[src/rtl/seq_div1.sv]
// Iterative restoring divider: unsigned dividend / divisor -> quotient, remainder.
// Latency: DIVIDEND_W+1 cycles from start sample to done (1 cycle for divide by zero).
// Backpressure: none; start is ignored while busy, results held until next done.
module seq_div1 #(
  parameter int DIVIDEND_W = 18,
  parameter int DIVISOR_W  = 15
) (
  input  logic                  clk,
  input  logic                  rst,
  input  logic                  start,
  input  logic [DIVIDEND_W-1:0] dividend,
  input  logic [DIVISOR_W-1:0]  divisor,
  output logic                  busy,
  output logic                  done,
  output logic [DIVIDEND_W-1:0] quotient,
  output logic [DIVISOR_W-1:0]  remainder,
  output logic                  div_zero
);

  localparam int CNT_W = $clog2(DIVIDEND_W);
  // Partial remainder carries one extra bit: T < 2*D can exceed DIVISOR_W bits.
  localparam int R_W   = DIVISOR_W + 1;

  typedef enum logic [1:0] {IDLE, RUN, DONE} state_t;

  state_t                state, state_nxt;
  logic [DIVIDEND_W-1:0] q, q_step;
  logic [R_W-1:0]        r, r_step, t;
  logic [DIVISOR_W-1:0]  d;
  logic [CNT_W-1:0]      cnt;
  logic                  ge;

  // One restoring step: shift in the next dividend bit, subtract if it fits.
  always_comb begin
    t      = {r[DIVISOR_W-1:0], q[DIVIDEND_W-1]};
    // r's top bit is always clear between steps; folding it in keeps the
    // compare exact for any R value.
    ge     = r[DIVISOR_W] | (t >= {1'b0, d});
    r_step = ge ? (t - {1'b0, d}) : t;
    q_step = {q[DIVIDEND_W-2:0], ge};
  end

  // State register.
  always_ff @(posedge clk) begin
    if (rst) state <= IDLE;
    else     state <= state_nxt;
  end

  // Next-state logic and status outputs.
  always_comb begin
    state_nxt = state;
    busy      = 1'b0;
    done      = 1'b0;
    case (state)
      IDLE: begin
        if (start) state_nxt = (divisor == '0) ? DONE : RUN;
      end
      RUN: begin
        busy = 1'b1;
        if (cnt == '0) state_nxt = DONE;
      end
      DONE: begin
        busy      = 1'b1;
        done      = 1'b1;
        state_nxt = IDLE;
      end
      default: state_nxt = IDLE;
    endcase
  end

  // Datapath: operand capture, iteration, and result registers.
  always_ff @(posedge clk) begin
    if (rst) begin
      q         <= '0;
      r         <= '0;
      d         <= '0;
      cnt       <= '0;
      quotient  <= '0;
      remainder <= '0;
      div_zero  <= 1'b0;
    end else begin
      case (state)
        IDLE: begin
          if (start) begin
            if (divisor == '0) begin
              quotient  <= '1;
              remainder <= '0;
              div_zero  <= 1'b1;
            end else begin
              q   <= dividend;
              d   <= divisor;
              r   <= '0;
              cnt <= CNT_W'(DIVIDEND_W - 1);
            end
          end
        end
        RUN: begin
          q   <= q_step;
          r   <= r_step;
          cnt <= cnt - 1'b1;
          if (cnt == '0) begin
            quotient  <= q_step;
            remainder <= r_step[DIVISOR_W-1:0];
            div_zero  <= 1'b0;
          end
        end
        default: ;
      endcase
    end
  end

endmodule

[config.mk]
export PLATFORM = sky130hd
export DESIGN_NAME = seq_div1
export DESIGN_NICKNAME = d
export VERILOG_FILES = /design/src/rtl/seq_div1.sv
export SDC_FILE = /design/constraint.sdc
export NUM_CORES = 1
export LEC_CHECK = 0
export ABC_AREA = 1
export BUFFER_PORTS_ARGS = -buffer_cell sky130_fd_sc_hd__buf_2
export CAP_MARGIN = 0
export CORE_MARGIN = 8
export CORE_UTILIZATION = 40
export DETAILED_ROUTE_END_ITERATION = 7
export GPL_TIMING_DRIVEN = 1
export PLACE_DENSITY = 0.65
export SLEW_MARGIN = 30
export SYNTH_ARGS = -nofsm -noshare
export SYNTH_HDL_FRONTEND = slang
export SYNTH_SLANG_ARGS = --single-unit
[constraint.sdc]
create_clock -name clk -period 1.95 [get_ports clk]
set_input_delay 0.39 -clock clk [delete_from_list [all_inputs] [get_ports clk]]
set_output_delay 0.39 -clock clk [all_outputs]
set_load 0.1 [all_outputs]
==> results of run 1 <==
final cells by class:
| cell class | instances | area [um^2] | share of cell area, % |
|---|---|---|---|
| repair buffers | 154 | 1080 | 16.1 |
| flip-flops and latches | 90 | 1800 | 26.9 |
| well taps | 172 | 215 | 3.21 |
| clock inverters | 5 | 37.5 | 0.559 |
| multi-input cells | 507 | 2830 | 42.1 |
| clock buffers | 11 | 243 | 3.62 |
| inverters | 134 | 503 | 7.50 |
cells by family (layout without fill, tap and decap cells):
kind of cell / Yosys count / count (layout) / share of synthesized area [%]
xor gates and xnor gates: 8 / 8 / 1.38
and+or+nand+nor: 336 / 336 / 29.6
adders and majority gates: 21 / 21 / 5.32
AOI/OAI and AO/OA: 142 / 142 / 15.0
DFF: 90 / 90 / 35.4
buffers and inverters: 170 / 304 / 13.3
sequential cells by signal (all words and copies together), names as in the netlist:
name / count
q: 18
cnt: 5
state: 2
div_zero: 1
d: 15
remainder: 15
quotient: 18
r: 16
repair_timing:
item,in CTS,in global routing
endpoints found under the setup margin,33,33
setup buffers,7,3
pin swaps,14,18
resized for setup,24,24
Yosys cell counts (2+ instances only):
cell type	instances	share of area, %
xor2_1	7	1.2
o21bai_1	14	2.1
nor3_1	3	0.30
ha_1	20	4.9
nand2_4	11	2.4
clkbuf_1	24	1.8
dfxtp_1	90	35
and2_1	3	0.37
nand3b_1	4	0.59
nand2_1	170	13
buf_4	3	0.44
nand2_2	2	0.25
nand3_1	46	4.5
buf_2	8	0.79
nor2_1	75	5.5
o21ai_0	65	6.4
a21oi_1	60	5.9
nand4_1	16	2.0
inv_1	133	9.8
routing by layer:
metal | global-route usage [%] | part of all wire (%) | routed length, um
met2 | 28.0 | 47 | 6430
met1 | 21.7 | 46 | 6330
met3 | 2.69 | 4.2 | 578
met4 | 7.12 | 2.3 | 320
met5 | 0 | 0 | 0
worst max-delay path, stage by stage, from the launching register on:
cell,delay [ns]
dfxtp_2,0.32
inv_2,0.05
ha_4,0.12
inv_2,0.04
fa_2,0.34
nand2_2,0.08
nand2_2,0.07
nand3_2,0.09
nand3_2,0.09
nand2_4,0.09
a21oi_4,0.06
buf_12,0.15
buf_12,0.13
nand2_4,0.06
nand3_2,0.06
nand2_1,0.06
inv_1,0.03
final timing paths:
check	end	slack (ns)	depth (start not counted)
max	r[7]	-0.004	16
max reg2reg	r[7]	-0.004	16
min	q[0]	0.33	3
min reg2reg	div_zero	0.46	2
through the flow:
stage | power [mW] | instance area, um^2
finish | 8.18 | 6710
floorplan | 5.02 | 5080
detailed placement | 6.21 | 6080
CTS | 8.02 | 6550
global route | 8.82 | 6710
global placement | 6.19 | 6080
power by group:
| part | internal [mW] | leakage [nW] | switching, mW |
|---|---|---|---|
| logic | 1.62 | 2.64 | 2.60 |
| clock network | 0.904 | 0.132 | 0.750 |
| registers | 2.13 | 0.739 | 0.178 |
| total | 4.65 | 3.51 | 3.53 |
==> metrics.txt, run 1 <==
status=finished with violations; failing checks=negative setup slack; H-tree depth=3; # IOs=72; Worst EP required=2.19 ns; Vias per Instance=4.70; RSZ-0062 raised after global routing=true; routed wire length per instance=12.7 um; Antenna Nets Post-Route=0; Worst Setup SP=q[17]; Layout Nets=953; ys flop type=dfxtp_1; Clk pin slew, worst setup/hold paths=0.07 ns; Seq cells post-synth=90; vias in the first global route=4,763; hold slack=0.325 ns; Sink Count=90; Core ar.=0.0125 mm^2; Slew @ Worst Pin=0.508 ns; first-pass GRT wire length=22,700 um; clock skew=0.00761 ns; share of layout cells above drive strength 1=25.6%; startpoint type of the worst setup path=register; grt ovf=0; VDD IR max=669 uV; register area share after synthesis=35.4%; hold bufs inserted after CTS=0; CP arrival=2.20 ns; Area Growth Syn to Fin=32.0%; Fin. Hold Viols=0; crit path kind=register to register; leak pwr=3.51 nW; Initial Utilization=40.6%; Netlist cell types=32; TritonRoute pass-1 iters=5; Async S/R FF share, synth=0%; Fill cells=1,292; drt initial violations=323; most frequent cells in the layout=165 x nand2_1, 131 x inv_1, 88 x dfxtp_1; diode count=0; vias=5,041; Max clock buf depth=2; chip height=129 um; final cell count without fillers=1,073; Clk Latency, worst-skew pair=0.35 ns; worst hold start=dividend[0]; Port-buffer cells=71; mapped cell area=0.00508 mm^2; yosys synthesis warning count=0; Post-Synthesis Cells=767; period utilisation layout=100%; final core area utilization=53.6%; commonest non-fill, non-tap cell in the layout=nand2_1; Crit Path Max Fanout=8; HPWL Detailed=9990 um; post-route setup slack=-0.00414 ns; WL final=13,700 um; Placed Cells=1,047; PD cells=1220 mW/mm^2; Pins Over Slew Limit=0; syn_area_per_cell=6.63 um^2; GR Util All Layers=17.0%; worst reg2reg startpoint=q[17]; number of antenna violations at the first check in global routing=0; max-cap check violation count=0; CP endpoint kind=register; pre-CTS setup slack=-0.404 ns; Final setup viols=1; Die Area=0.0166 mm^2; Die X=129 um; Hold Crit Class=input pin to register; EDFF count, synth=0; post-route minimum period=1.95 ns; TritonCTS clock tree=done; largest net degree at the start of global routing=69; syn nets=824; CTS root buf=clkbuf_16; Rel. slew slack=66.4%; Final TNS setup=-0.00414 ns; row count=41; number of CTS-inserted buffers=9; f_max=0.512 GHz; drc violations=0; Final GP Congestion=0.919
No activity file was read; power rests on OpenSTA's default activity.
==> run 2, diff against run 1 <==
Settings changed: CAP_MARGIN 0 to not set, PLACE_DENSITY 0.65 to 0.63.
Clock period 1.95 ns to 2 ns, I/O delays scaled along.
==> metrics.txt, run 2 (same netlist as run 1, synthesis figures left out) <==
status=finished clean; largest net degree at the start of global routing=69 (unchanged); post-route minimum period=1.90 ns (-0.0497 ns); drt initial violations=270 (-16%); TritonRoute pass-1 iters=4 (-1); grt ovf=0 (unchanged); Power, Total=7.76 mW (-5.2%); # IOs=72 (unchanged); CP arrival=2.16 ns (-0.04 ns); Fill cells=1,304 (+0.93%); Area Growth Syn to Fin=24.8%; net switching power=3.41 mW (-3.4%); H-tree depth=3 (unchanged); first-pass GRT wire length=22,000 um (-3.2%); Pins Over Slew Limit=0 (unchanged); WL final=13,500 um (-1.5%); CTS root buf=clkbuf_16; Die X=129 um (unchanged); PD cells=1220 mW/mm^2 (+0.31%); TritonCTS clock tree=done; HPWL Detailed=9780 um (-2.1%); RSZ-0062 raised after global routing=true; Net Sw Frac=44.0% (+0.81 points); Crit Path Max Fanout=8 (unchanged); Worst EP required=2.25 ns (+0.06 ns); Vias per Instance=4.75 (+1.1%); leak pwr=3.27 nW (-6.8%); most frequent cells in the layout=160 x nand2_1, 126 x inv_1, 88 x dfxtp_1; Port-buffer cells=71 (unchanged); share of layout cells above drive strength 1=21.3% (-4.3 points); Worst Setup SP=q[17]; Layout Nets=905 (-5.0%); Final setup viols=0 (-1); commonest non-fill, non-tap cell in the layout=nand2_1; worst hold start=dividend[6]; final cell count without fillers=1,025 (-4.5%); r2r endpoint=remainder[9]; Die Area=0.0166 mm^2 (unchanged); CP endpoint kind=register; Placed Cells=1,006 (-3.9%); startpoint type of the worst setup path=register; Top Registers=q x18, quotient x18, r x16; crit path kind=register to register; GR Util All Layers=16.7% (-0.37 points); Slew @ Worst Pin=0.504 ns (-0.00460 ns); chip height=129 um (unchanged); Final GP Congestion=0.865 (-5.9%); multi-input logic area=0.00280 mm^2 (-0.89%); number of antenna violations at the first check in global routing=0 (unchanged); Seq. cell area=0.00180 mm^2 (unchanged); Internal=4.34 mW (-6.5%); routed wire length per instance=13.1 um (+3.1%); Worst Hold Path Cells=3 (unchanged); Max clock buf depth=2 (unchanged); VDD IR max=849 uV (+27%); Core ar.=0.0125 mm^2 (unchanged); worst reg2reg startpoint=q[17]; Sink Count=90 (unchanged); hold bufs inserted after CTS=0 (unchanged); Seq pwr share=29.3% (+1.1 points); Rel. slew slack=66.7% (+0.30 points); row count=41 (unchanged); max-cap check violation count=0 (unchanged); vias in the first global route=4,527 (-5.0%); drc violations=0 (unchanged); flop2flop setup slack=0.1 ns (+0.10 ns); period utilisation layout=95.2% (-5.0 points); Worst Hold End=q[6]; Fin. Hold Viols=0 (unchanged); f_max=0.525 GHz (+2.6%); combinational share of power=48.0% (-3.6 points); Antenna Nets Post-Route=0 (unchanged); vias=4,869 (-3.4%); Clk pin slew, worst setup/hold paths=0.07 ns (about the same); Initial Utilization=40.6% (unchanged); clock skew=0.00692 ns (-0.000695 ns); Hold Crit Class=input pin to register; diode count=0 (unchanged); Reg2Reg Depth=15 (-1); number of CTS-inserted buffers=9 (unchanged); Clk Latency, worst-skew pair=0.35 ns (about the same); Clock power frac=22.7% (+2.5 points)
-- run 2: cell count changes in the layout (fill, tap and decap cells not counted), sizes merged --
cell    delta
buf       -48
clkbuf     -1
clkinv     -1
bufinv     +1
inv        +1
-- run 2: through the flow --
| stage | util (%) | setup slack [ns] | cell area (um^2) | hold WS [ns] | TNS (ns) |
|---|---|---|---|---|---|
| CTS | 49.1 | 0.0175 | 6150 | 0.337 | 0 |
| global route | 50.7 | -0.0459 | 6340 | 0.352 | -0.385 |
| detailed placement | 46.5 | -0.0140 | 5820 | 0.455 | -0.0806 |
| global placement | 46.5 | 0.0122 | 5820 | 0.448 | 0 |
| finish | 50.7 | 0.0955 | 6340 | 0.349 | 0 |
| floorplan | - | 0.0598 | 5080 | 0.433 | 0 |
-- run 2: per-layer routing --
metal / up-vias / GRT usage [%] / wire length, um
li1: 2581 / - / -
met1: 2200 / 21.2 / 6340
met2: 75 / 27.3 / 6380
met3: 13 / 2.81 / 435
met4: 0 / 7.05 / 294
met5: - / 0 / 0
-- run 2: repair_timing --
action | in CTS | in global routing
cloned | 0 | 0
buffers inserted | 1 | 2
pin swaps | 2 | 16
setup endpoints to repair | 19 | 33
resized for setup | 6 | 35
-- run 2: power groups by stage --
stage | Sequential, mW | Clock, mW | Combinational [mW]
2_1_floorplan | 2.63 | 0 | 2.27
3_3_place_gp | 2.29 | 0 | 3.50
3_5_place_dp | 2.29 | 0 | 3.52
4_1_cts | 2.25 | 1.79 | 3.57
5_1_grt | 2.30 | 1.87 | 4.17
6_report | 2.27 | 1.76 | 3.72
-- run 2: final cells by class --
type | instances | area share, %
clock inverter | 6 | 1.16
timing repair buffer | 106 | 11.3
clock buffer | 10 | 3.61
inverter | 134 | 7.93
multi-input combinational | 507 | 44.1
sequential | 90 | 28.4
tap | 172 | 3.39
-- run 2: worst max-delay path: stages (launching register included) --
cell and delay [ns]:
dfxtp_2 0.33, inv_2 0.06, ha_4 0.12, inv_2 0.04, fa_2 0.34, nand2_2 0.07, nand2_2 0.07, nand3_2 0.09
nand3_2 0.09, nand2_4 0.11, a21oi_4 0.09, buf_12 0.17, nand2_4 0.06, nand3_2 0.08, nand2_2 0.07, inv_2 0.03
-- run 2: worst max path at each step --
| stage | end | slack [ns] | cells past startpoint |
|---|---|---|---|
| CTS | remainder[12] | 0.02 | 15 |
| global route | r[11] | -0.05 | 11 |
| global placement | remainder[2] | 0.01 | 15 |
| finish | remainder[9] | 0.1 | 15 |
| detailed placement | r[9] | -0.01 | 15 |
| floorplan | remainder[7] | 0.06 | 15 |
==> run 3, diff against run 2 <==
Settings changed: PLACE_DENSITY 0.63 to not set, PLACE_DENSITY_LB_ADDON set to 0.3.
==> metrics.txt, run 3 (same netlist as run 1, synthesis figures left out) <==
# IOs=72 (unchanged); Port-buffer cells=71 (unchanged); Pins Over Slew Limit=0 (unchanged); Fin. Hold Viols=0 (unchanged); first-pass GRT wire length=21,800 um (-1.0%); Slew @ Worst Pin=0.510 ns (+0.00608 ns); Area Growth Syn to Fin=23.7%; startpoint type of the worst setup path=register; Rel. slew slack=66.3% (-0.40 points); row count=41 (unchanged); Final GP Congestion=0.924 (+6.8%); drt initial violations=324 (+20%); vias=4,805 (-1.3%); RSZ-0062 raised after global routing=true; GR Util All Layers=16.3% (-0.37 points); max-cap check violation count=0 (unchanged); Core ar.=0.0125 mm^2 (unchanged); VDD IR max=837 uV (-1.5%); crit-path max cell delay=0.34 ns (about the same); share of layout cells above drive strength 1=21.1% (-0.23 points); Sink Count=90 (unchanged); Worst EP required=2.29 ns (+0.04 ns); Crit Path Max Fanout=8 (unchanged); chip height=129 um (unchanged); PD cells=1220 mW/mm^2 (-0.18%); flop2flop setup slack=0.05 ns (-0.05 ns); Hold Crit Class=input pin to register; Die Area=0.0166 mm^2 (unchanged); post-route minimum period=1.95 ns (+0.0461 ns); leak pwr=3.25 nW (-0.57%); Clk pin slew, worst setup/hold paths=0.07 ns (about the same); critical path buffer and inverter count=4 (unchanged); drc violations=0 (unchanged); CTS root buf=clkbuf_16; Vias per Instance=4.71 (-0.83%); final cell count without fillers=1,020 (-0.49%); number of antenna violations at the first check in global routing=0 (unchanged); vias in the first global route=4,523 (-0.088%); number of CTS-inserted buffers=9 (unchanged); WL final=13,400 um (about the same); Antenna Nets Post-Route=0 (unchanged); Final TNS setup=0 ns (unchanged); crit path kind=register to register; CP cell instances=inv_1 > ha_1 > nand2_2 > nor3_4 > buf_4 > a21oi_4 > a21oi_4 > buf_12 > nand2_4 > nand3_2 > nand2_1 > inv_1; clock skew=0.00738 ns (+0.000461 ns); diode count=0 (unchanged); HPWL Detailed=9700 um (-0.76%); Die X=129 um (unchanged); Largest delay share family, worst path=simple AND/OR/NAND/NOR gates; largest net degree at the start of global routing=69 (unchanged); TritonCTS clock tree=done; Placed Cells=1,003 (-0.30%); commonest non-fill, non-tap cell in the layout=nand2_1; TritonRoute pass-1 iters=5 (+1); CP endpoint kind=register; status=finished clean; routed wire length per instance=13.2 um (+0.48%); Initial Utilization=40.6% (unchanged); Clk Latency, worst-skew pair=0.34 ns (about the same); Max clock buf depth=2 (unchanged); final core area utilization=50.2% (-0.43 points); Top Registers=q x18, quotient x18, r x16; Layout Nets=901 (-0.44%); Final setup viols=0 (unchanged); f_max=0.513 GHz (-2.4%); grt ovf=0 (unchanged); period utilisation layout=97.5% (+2.3 points); critical path's slowest cell=ha_1; hold slack=0.329 ns (-0.0198 ns); Power, Total=7.68 mW (-1.0%); H-tree depth=3 (unchanged); CP arrival=2.24 ns (+0.08 ns); most frequent cells in the layout=163 x nand2_1, 130 x inv_1, 85 x dfxtp_1
[run 3: per-layer routing]
metal / vias to the layer above / GRT usage, % / share of wire, %
met5: - / 0 / 0
met4: 0 / 6.57 / 2.1
met3: 17 / 3.14 / 3.7
met2: 81 / 26.1 / 47
met1: 2144 / 21.1 / 48
li1: 2563 / - / -
[run 3: worst paths after layout]
kind | start | endpoint | depth (start not counted)
hold reg to reg | d[2] | d[2] | 2
setup reg to reg | d[13] | remainder[7] | 12
setup / recovery | d[13] | remainder[7] | 12
hold / removal | divisor[0] | d[0] | 3
[run 3: power breakdown]
part | switching (mW) | leakage, nW | internal (mW) | total (mW)
combinational | 2.44 | 2.38 | 1.25 | 3.69
sequential | 0.195 | 0.740 | 2.08 | 2.27
clock | 0.744 | 0.139 | 0.972 | 1.72
[run 3: what timing repair did]
action | in CTS | in global routing
resized for setup | 3 | 44
pin swaps | 1 | 24
buffers inserted | 1 | 1
endpoints found under the setup margin | 21 | 33
hold buffers | 0 | 0
[run 3: layout make-up]
| type | count | area [um^2] |
|---|---|---|
| Clock buffer | 10 | 229 |
| Clock inverter | 5 | 63.8 |
| Fill cell | 1337 | 6230 |
| Inverter | 134 | 505 |
| Multi-Input combinational cell | 507 | 2810 |
| Sequential cell | 90 | 1810 |
| Tap cell | 172 | 215 |
| Timing Repair Buffer | 102 | 662 |
[run 3: through the flow]
step | setup WS [ns] | cell area, um^2
after floorplan | 0.0598 | 5080
after global placement | 0.0119 | 5760
after detailed placement | -0.0335 | 5760
after CTS | 0.00885 | 6080
after global routing | -0.0572 | 6290
final | 0.0494 | 6290
[run 3: tightest hold or removal path, stage by stage]
cell and delay (ns):
buf_2 0.09, o21ai_0 0.07, nor2_1 0.08
